## config.mk

```make
export PLATFORM = sky130hd
export DESIGN_NAME = fetch_pc_unit
export DESIGN_NICKNAME = d
export VERILOG_FILES = /design/src/rtl/fetch_pc_unit.sv
export SDC_FILE = /design/constraint.sdc
export NUM_CORES = 1
export LEC_CHECK = 0
export BUFFER_PORTS_ARGS = -buffer_cell sky130_fd_sc_hd__buf_4
export CORE_UTILIZATION = 46
export CTS_CLUSTER_SIZE = 12
export DETAILED_ROUTE_END_ITERATION = 16
export PLACE_DENSITY = 0.86
export SKIP_LAST_GASP = 1
export SYNTH_ARGS = -nofsm -noshare
export SYNTH_HDL_FRONTEND = slang
export SYNTH_SLANG_ARGS = --single-unit
```

## constraint.sdc

```tcl
create_clock -name clk -period 4.2 [get_ports clk]
set_clock_uncertainty 0.05 [all_clocks]
set_input_delay 0.63 -clock clk [delete_from_list [all_inputs] [get_ports clk]]
set_output_delay 0.63 -clock clk [all_outputs]
set_load 0.1 [all_outputs]
```

## src/rtl/fetch_pc_unit.sv

```systemverilog
// Program counter and fetch stage: drives the ROM address, picks the next PC,
// captures the returned instruction into the IF register, and halts on bad targets.
module fetch_pc_unit #(
    parameter int                    DATA_WIDTH   = 32,
    parameter logic [DATA_WIDTH-1:0] RESET_PC     = 32'h0040_0000,
    parameter logic [DATA_WIDTH-1:0] TRAP_VECTOR  = 32'h0040_0040,
    parameter int                    MEMORY_DEPTH = 32
) (
    input  logic                  clk,
    input  logic                  reset,
    input  logic                  Stall_i,
    input  logic                  Branch_Taken_i,
    input  logic [DATA_WIDTH-1:0] Branch_Target_i,
    input  logic                  Jalr_i,
    input  logic [DATA_WIDTH-1:0] Jalr_Base_i,
    input  logic [DATA_WIDTH-1:0] Jalr_Offset_i,
    input  logic [DATA_WIDTH-1:0] Instruction_i,
    input  logic                  Fault_Clear_i,
    output logic [DATA_WIDTH-1:0] PC_o,
    output logic [DATA_WIDTH-1:0] PC_Plus_4_o,
    output logic [DATA_WIDTH-1:0] IF_PC_o,
    output logic [DATA_WIDTH-1:0] IF_Instruction_o,
    output logic                  IF_Valid_o,
    output logic                  Fault_o,
    output logic [1:0]            Fault_Cause_o,
    output logic [DATA_WIDTH-1:0] Fault_PC_o,
    output logic [31:0]           Fetch_Count_o
);

    localparam logic [0:0] ST_RUN   = 1'b0;
    localparam logic [0:0] ST_FAULT = 1'b1;

    localparam logic [DATA_WIDTH-1:0] NOP     = DATA_WIDTH'(32'h0000_0013);
    localparam logic [DATA_WIDTH-1:0] LAST_PC = RESET_PC + DATA_WIDTH'(4 * (MEMORY_DEPTH - 1));

    localparam logic [1:0] CAUSE_NONE  = 2'b00;
    localparam logic [1:0] CAUSE_ALIGN = 2'b01;
    localparam logic [1:0] CAUSE_RANGE = 2'b10;

    logic [0:0]            state_q, state_d;
    logic [DATA_WIDTH-1:0] pc_q, pc_d;
    logic [DATA_WIDTH-1:0] if_pc_q, if_pc_d;
    logic [DATA_WIDTH-1:0] if_instr_q, if_instr_d;
    logic                  if_valid_q, if_valid_d;
    logic [1:0]            cause_q, cause_d;
    logic [DATA_WIDTH-1:0] fault_pc_q, fault_pc_d;
    logic [31:0]           count_q, count_d;

    logic [DATA_WIDTH-1:0] pc_plus4;
    logic [DATA_WIDTH-1:0] jalr_sum;
    logic [DATA_WIDTH-1:0] cand;
    logic                  redirect;
    logic                  misaligned;
    logic                  out_of_range;

    always_comb begin
        pc_plus4     = pc_q + DATA_WIDTH'(4);
        jalr_sum     = Jalr_Base_i + Jalr_Offset_i;
        redirect     = Jalr_i | Branch_Taken_i;
        // JALR has priority over a simultaneous branch.
        if (Jalr_i) begin
            cand = {jalr_sum[DATA_WIDTH-1:1], 1'b0};
        end else if (Branch_Taken_i) begin
            cand = Branch_Target_i;
        end else begin
            cand = pc_plus4;
        end
        misaligned   = (cand[1:0] != 2'b00);
        out_of_range = (cand < RESET_PC) || (cand > LAST_PC);
    end

    always_comb begin
        state_d    = state_q;
        pc_d       = pc_q;
        if_pc_d    = if_pc_q;
        if_instr_d = if_instr_q;
        if_valid_d = if_valid_q;
        cause_d    = cause_q;
        fault_pc_d = fault_pc_q;
        count_d    = count_q;
        case (state_q)
            ST_RUN: begin
                if (!Stall_i) begin
                    if (misaligned || out_of_range) begin
                        if_valid_d = 1'b0;
                        fault_pc_d = cand;
                        cause_d    = misaligned ? CAUSE_ALIGN : CAUSE_RANGE;
                        state_d    = ST_FAULT;
                    end else begin
                        pc_d    = cand;
                        if_pc_d = pc_q;
                        if (redirect) begin
                            // Wrong-path slot: the ROM word at pc_q is discarded.
                            if_instr_d = NOP;
                            if_valid_d = 1'b0;
                        end else begin
                            if_instr_d = Instruction_i;
                            if_valid_d = 1'b1;
                            count_d    = count_q + 32'd1;
                        end
                    end
                end
            end
            ST_FAULT: begin
                if (Fault_Clear_i) begin
                    pc_d    = TRAP_VECTOR;
                    cause_d = CAUSE_NONE;
                    state_d = ST_RUN;
                end
            end
            default: state_d = ST_RUN;
        endcase
    end

    always_ff @(posedge clk) begin
        if (reset) begin
            state_q    <= ST_RUN;
            pc_q       <= RESET_PC;
            if_pc_q    <= '0;
            if_instr_q <= NOP;
            if_valid_q <= 1'b0;
            cause_q    <= CAUSE_NONE;
            fault_pc_q <= '0;
            count_q    <= '0;
        end else begin
            state_q    <= state_d;
            pc_q       <= pc_d;
            if_pc_q    <= if_pc_d;
            if_instr_q <= if_instr_d;
            if_valid_q <= if_valid_d;
            cause_q    <= cause_d;
            fault_pc_q <= fault_pc_d;
            count_q    <= count_d;
        end
    end

    assign PC_o             = pc_q;
    assign PC_Plus_4_o      = pc_plus4;
    assign IF_PC_o          = if_pc_q;
    assign IF_Instruction_o = if_instr_q;
    assign IF_Valid_o       = if_valid_q;
    assign Fault_o          = (state_q == ST_FAULT);
    assign Fault_Cause_o    = cause_q;
    assign Fault_PC_o       = fault_pc_q;
    assign Fetch_Count_o    = count_q;

endmodule

```

---- After elaboration in Yosys (flattened, before gate mapping) ----
Index checks and enable logic that the tools add are counted.
storage, ports and cells
  input port bits ......................... 134
  memory bits (read-only) ................. 0
  word-level logic and storage cells ...... 49
  memories kept ........................... 0
  register bits after elaboration ......... 164
  output and inout port bits .............. 196
  latch bits .............................. 0
  RAM bits ................................ 0
operators by class
  bitwise logic cells ..................... 5
  mux-type cells .......................... 18
  multipliers ............................. 0
  add/subtract/negate cells ............... 3
  reduce and logical (&&, ||, !) cells .... 9
  divide/modulo/power cells ............... 0
  $lt $le $gt $ge ......................... 2
  shifts and indexed selects .............. 0
  equal/unequal tests ..................... 4
operator list
  kind                     number
  $mux W32                 6
  $pmux W32 S2             1
  $add A32 B1 Y32 const B  1
  $add A32 B3 Y32 const B  1
  $add A32 B32 Y32         1
  $gt A32 B23 Y1 const B   1
  $lt A32 B23 Y1 const B   1
  $reduce_and A3 Y1        4
  $mux W2                  4
  $ne A2 B2 Y1 const B     4
  $mux W1                  5
  $not A1 Y1               4
  $pmux W2 S2              1
  $reduce_and A4 Y1        1
  $logic_or A1 B1 Y1       2
  $pmux W1 S2              1
  $reduce_and A2 Y1        1
  $reduce_bool A2 Y1       1
  $or A1 B1 Y1             1

---- Depth between registers and ports, before layout ----
  word-level depth ........................ 9
  depth in mapped cells ................... 17
  mapped depth without buffers ............ 13

---- Least setup slack after synthesis ----
No wires, ideal clock.
  kind .................................... register to register
  from .................................... reg pc_q[2], in the netlist PC_o[2]
  to ...................................... reg if_instr_q[2], in the netlist IF_Instruction_o[2]
  cell stages (with the launch flop) ...... 16
  path buffers ............................ 3
  setup time .............................. 0.070 ns
  setup slack ............................. -1.503 ns
  required time ........................... 4.080 ns
  arrival time ............................ 5.582 ns
  period minus slack after synthesis ...... 5.703 ns
  cells stage by stage .................... dfxtp_1 -> ha_1 -> nand4_1 -> nor3_1 -> nand4_1 -> xnor2_1 -> mux2i_1 -> a32oi_1 -> nor4_1 -> nand3_1 -> or3_1 -> buf_2 -> clkbuf_1 -> clkbuf_1 -> nand2_1 -> a21oi_1
on the way
  longest elaborated chain between the ends .. 8
  elaborated cells between the ends (all ways) .. 9
  those cells by class .................... 1 x add/sub; 2 x order compare; 2 x mux; 1 x bitwise; 3 x reduce/logical
RTL lines
  element                                                  line  source
  start: declaration                                       41    logic [DATA_WIDTH-1:0] pc_q, pc_d;
  start signal: assignment                                 127   pc_q <= pc_d;
  $add A32 B3 Y32 (*)                                      57    pc_plus4 = pc_q + DATA_WIDTH'(4);
  net PC_Plus_4_o[20]                                      20    output logic [DATA_WIDTH-1:0] PC_Plus_4_o,
  $mux W32 (*)                                             63    end else if (Branch_Taken_i) begin
  $mux W32 (*)                                             61    if (Jalr_i) begin
  $lt A32 B23 Y1 / $gt A32 B23 Y1 (equally long branches)  69    out_of_range = (cand < RESET_PC) || (cand > LAST_PC);
  $logic_or A1 B1 Y1 (*)                                   69
  $logic_or A1 B1 Y1 (*)                                   84    if (misaligned || out_of_range) begin
  $not A1 Y1 (no source line) (*)                          -
  $reduce_and A3 Y1 (no source line) (*)                   -
  end signal: assignment                                   129   if_instr_q <= if_instr_d;
  end: declaration                                         43    logic [DATA_WIDTH-1:0] if_instr_q, if_instr_d;
The timed path passes the listed nets; every way through them passes the cells marked *.
A chain may end at the register's enable or synchronous reset.

---- Worst setup path in the final report ----
  from .................................... in Jalr_Offset_i[3]
  to ...................................... reg count_q[21], in the netlist Fetch_Count_o[21]
on the way
  longest elaborated chain between the ends .. 7
  elaborated cells between the ends (all ways) .. 8
  those cells by class .................... 1 x add/sub; 2 x order compare; 1 x mux; 1 x bitwise; 3 x reduce/logical
RTL lines
  element                                                  line  source
  start: declaration                                       16    input logic [DATA_WIDTH-1:0] Jalr_Offset_i,
  $add A32 B32 Y32 (*)                                     58    jalr_sum = Jalr_Base_i + Jalr_Offset_i;
  $mux W32 (*)                                             61
  $lt A32 B23 Y1 / $gt A32 B23 Y1 (equally long branches)  69
  $logic_or A1 B1 Y1 (*)                                   69
  $logic_or A1 B1 Y1 (*)                                   84
  $not A1 Y1 (no source line) (*)                          -
  $reduce_and A4 Y1 (no source line) (*)                   -
  end signal: assignment                                   133   count_q <= count_d;
  end: declaration                                         47    logic [31:0] count_q, count_d;
Mark *: on every way between the ends. The rest lies on a longest branch, timed or not.

==> flow_summary.json <==
{
  "hold_viol_final": 0,
  "ctsLongestPathBuffers": 2,
  "die_w_um": 146.9,
  "hp-class": "in2reg",
  "syn_area_per_cell_um2": 7.932,
  "cp_top_family": "simple AND/OR/NAND/NOR gates",
  "yosysUniqueCellTypes": 79,
  "path_buf_inv": 1,
  "hpwl_um": 29440,
  "cts.sinks": 164,
  "dp_slack_ns": -0.5774,
  "grt_pass1_vias": 10660,
  "synth_commonest_cells": "dfxtp_1, nor2_1, a21oi_1, nand2_1, nand3_1",
  "r2r_cells": 12,
  "yosysWarnings": 0,
  "worst_slack_ns": 0.1203,
  "power_density_nw_per_um2": 287.1,
  "hold_depth": 3,
  "timing.rr.start": "PC_o[3]",
  "reg2reg_to": "Fetch_Count_o[21]",
  "rrSetupSlack_ns": 0.17,
  "globalplace.congestion": 0.9902,
  "grt_first_pass_wirelength_um": 58480,
  "antenna_left": 0,
  "worstSetupPathType": "in2reg",
  "areaGrowthSynthToFinish_pct": 50.58,
  "synth-edff-count": 0,
  "synth-seq-area-share": 0.3401,
  "yosys.area.top_type": "dfxtp_1",
  "core_region_area_um2": 20430,
  "crit_path_max_incr_delay_ns": 0.50,
  "startpoint_type": "input pin",
  "wire_per_inst_um": 19.83,
  "die_h_um": 146.9,
  "worstPathMaxFanout": 5,
  "clock.fmax_mhz": 245.1,
  "num_vias": 11340,
  "drc_errors": 0,
  "dpl_cell_area_um2": 13890,
  "h-tree-depth": 4,
  "vias_per_cell": 5.899,
  "cp_common_cell": "o211ai_1",
  "final_nets": 1807,
  "gr-usage-all-layers": 0.3472,
  "slew_headroom": 0.5363,
  "portBuffers": 329,
  "hp-start": "Instruction_i[20]",
  "synth_area_leaders": "dfxtp_1, mux2i_1, a21oi_1, nor2_1, ha_1",
  "worstPathArrival_ns": 4.36,
  "grt_max_degree": 65,
  "rsz0062_at_grt": "no",
  "first_iter_violations": 816,
  "dr.pass1.iters": 5,
  "start_util": 0.4725,
  "antenna_found_initial": 2,
  "ir_drop_v": 0.0003055,
  "cts_made_buffers": 17,
  "synth_area_um2": 9653,
  "worstPathRequired_ns": 4.48,
  "setup_tns_ns": 0,
  "cts_tree": "built",
  "synth_nets": 1384,
  "worstMarginPinSlew_ns": 0.6955,
  "synth_top_area_share": 0.3401,
  "finalPower_uw": 4173,
  "post-route-period-util": 0.9714,
  "final_cell_area_um2": 14540,
  "cts-root-buf": "clkbuf_16",
  "synth-async-reset-ratio": 0,
  "endpoint_kind": "flip-flop",
  "setup_viol": 0,
  "clk_latency_ns": 0.44,
  "leakagePower_uw": 0.006366,
  "cp_cell_sequence": "buf_4 > ha_1 > o211ai_1 > o211ai_1 > nand3_1 > a2111oi_0 > nor3_1 > xnor2_1 > a21oi_2 > or3b_4 > or3_4 > or4_4 > mux2_4",
  "startpoint": "Jalr_Offset_i[3]",
  "critPathSlowestCell": "or4_4",
  "hold_path_end": "IF_Instruction_o[20]",
  "grt-ovfl-total": 0,
  "synth.most_common_cell": "dfxtp_1",
  "wl_um": 38110,
  "rows": 52,
  "slew_violations": 0,
  "ys.flop_type": "dfxtp_1",
  "period_minus_slack_ns": 4.080,
  "cap_violations": 0,
  "path_clk_slew_ns": 0.07,
  "fin_util": 0.7115,
  "drive_gt1_frac": 0.3749,
  "synth-seq-cells": 164,
  "ios": 330,
  "outcome": "finished, final reports clean",
  "die_area_um2": 21570,
  "syn_inst": 1217
}
## layer usage
| layer | track usage | up-vias | share of wire |
|---|---|---|---|
| met5 | 0 | - | 0.00042 |
| met4 | 0.1656 | 2 | 0.044 |
| met3 | 0.07609 | 111 | 0.085 |
| met2 | 0.5818 | 621 | 0.47 |
| met1 | 0.4218 | 5338 | 0.40 |
| li1 | - | 5265 | - |
## timing repair
item	CTS	global route
setup buffers	0	1
pin swaps	1	1
setup endpoints to repair	32	32
resized for setup	7	13
hold buffers	0	0
## cells by family after synthesis
group           count (synthesis)  synth area share
mux                            67           0.07090
compound gates                292            0.1947
xor+xnor                       35           0.03176
flops                         164            0.3401
buf+inv                       114           0.04653
fa+ha+maj                      33           0.04355
simple gates                  512            0.2725
## worst register-to-register path: cells and delay by family (launching register included)
kind	cells	cell delay (ns)
and+or+nand+nor	7	2.18
AOI/OAI and AO/OA	3	0.77
DFF	1	0.44
muxes	1	0.31
buffers and inverters	1	0.17
## worst max path at each step
stage / end / cells past startpoint
2_1_floorplan: Fetch_Count_o[21] / 15
3_3_place_gp: Fetch_Count_o[15] / 15
3_5_place_dp: PC_o[10] / 16
4_1_cts: PC_o[13] / 15
5_1_grt: IF_PC_o[1] / 17
6_report: Fetch_Count_o[21] / 13
## power by group
part | switching (µW) | internal (µW)
logic | 672 | 440
clock network | 689 | 777
registers | 24.5 | 1570
## stage by stage
step	hold WS [ns]	instances
finish	0.4014	1922
global route	0.4004	1922
CTS	0.3926	1920
detailed placement	0.3964	1890
global placement	0.3889	1890
floorplan	0.5988	1217
## placed cells by master (no fill, tap or decap), types with 5 or more instances in the layout
master	instances
dfxtp_1	139
a21o_1	12
nand3_2	5
a31o_2	11
inv_1	37
xor2_1	5
and4_1	8
dfxtp_4	23
o21ai_0	47
a211oi_1	20
clkbuf_16	17
nand2b_1	12
mux2_2	6
nor4_1	6
nor2_1	129
o211ai_1	14
buf_12	7
xnor2_1	13
o31ai_1	5
a21oi_1	103
a31oi_1	6
and3_1	24
xnor2_4	8
nor3_1	26
mux2i_1	59
or2_2	7
o21a_1	25
nand2_1	102
buf_4	471
or3_1	13
xor2_4	6
nand4_1	37
and2_1	29
nand3_1	64
ha_1	31
nor2b_1	7
## state kept, by name, indices dropped and copies added, names as in the netlist
register          cells
Fault_Cause_o         2
Fault_PC_o           32
Fault_o               1
Fetch_Count_o        32
IF_Instruction_o     32
IF_PC_o              32
IF_Valid_o            1
PC_o                 32
## final cells by class
cell class                      instances  area [µm²]
Antenna cell                            1       2.502
Inverter                               38       142.6
Multi-Input combinational cell        939        6442
Clock buffer                           18       439.2
Sequential cell                       164        3372
Clock inverter                         12       96.34
Fill cell                            1599        5894
Tap cell                              270       337.8
Timing Repair Buffer                  480        3702
Power figures use the tool's default switching activity.
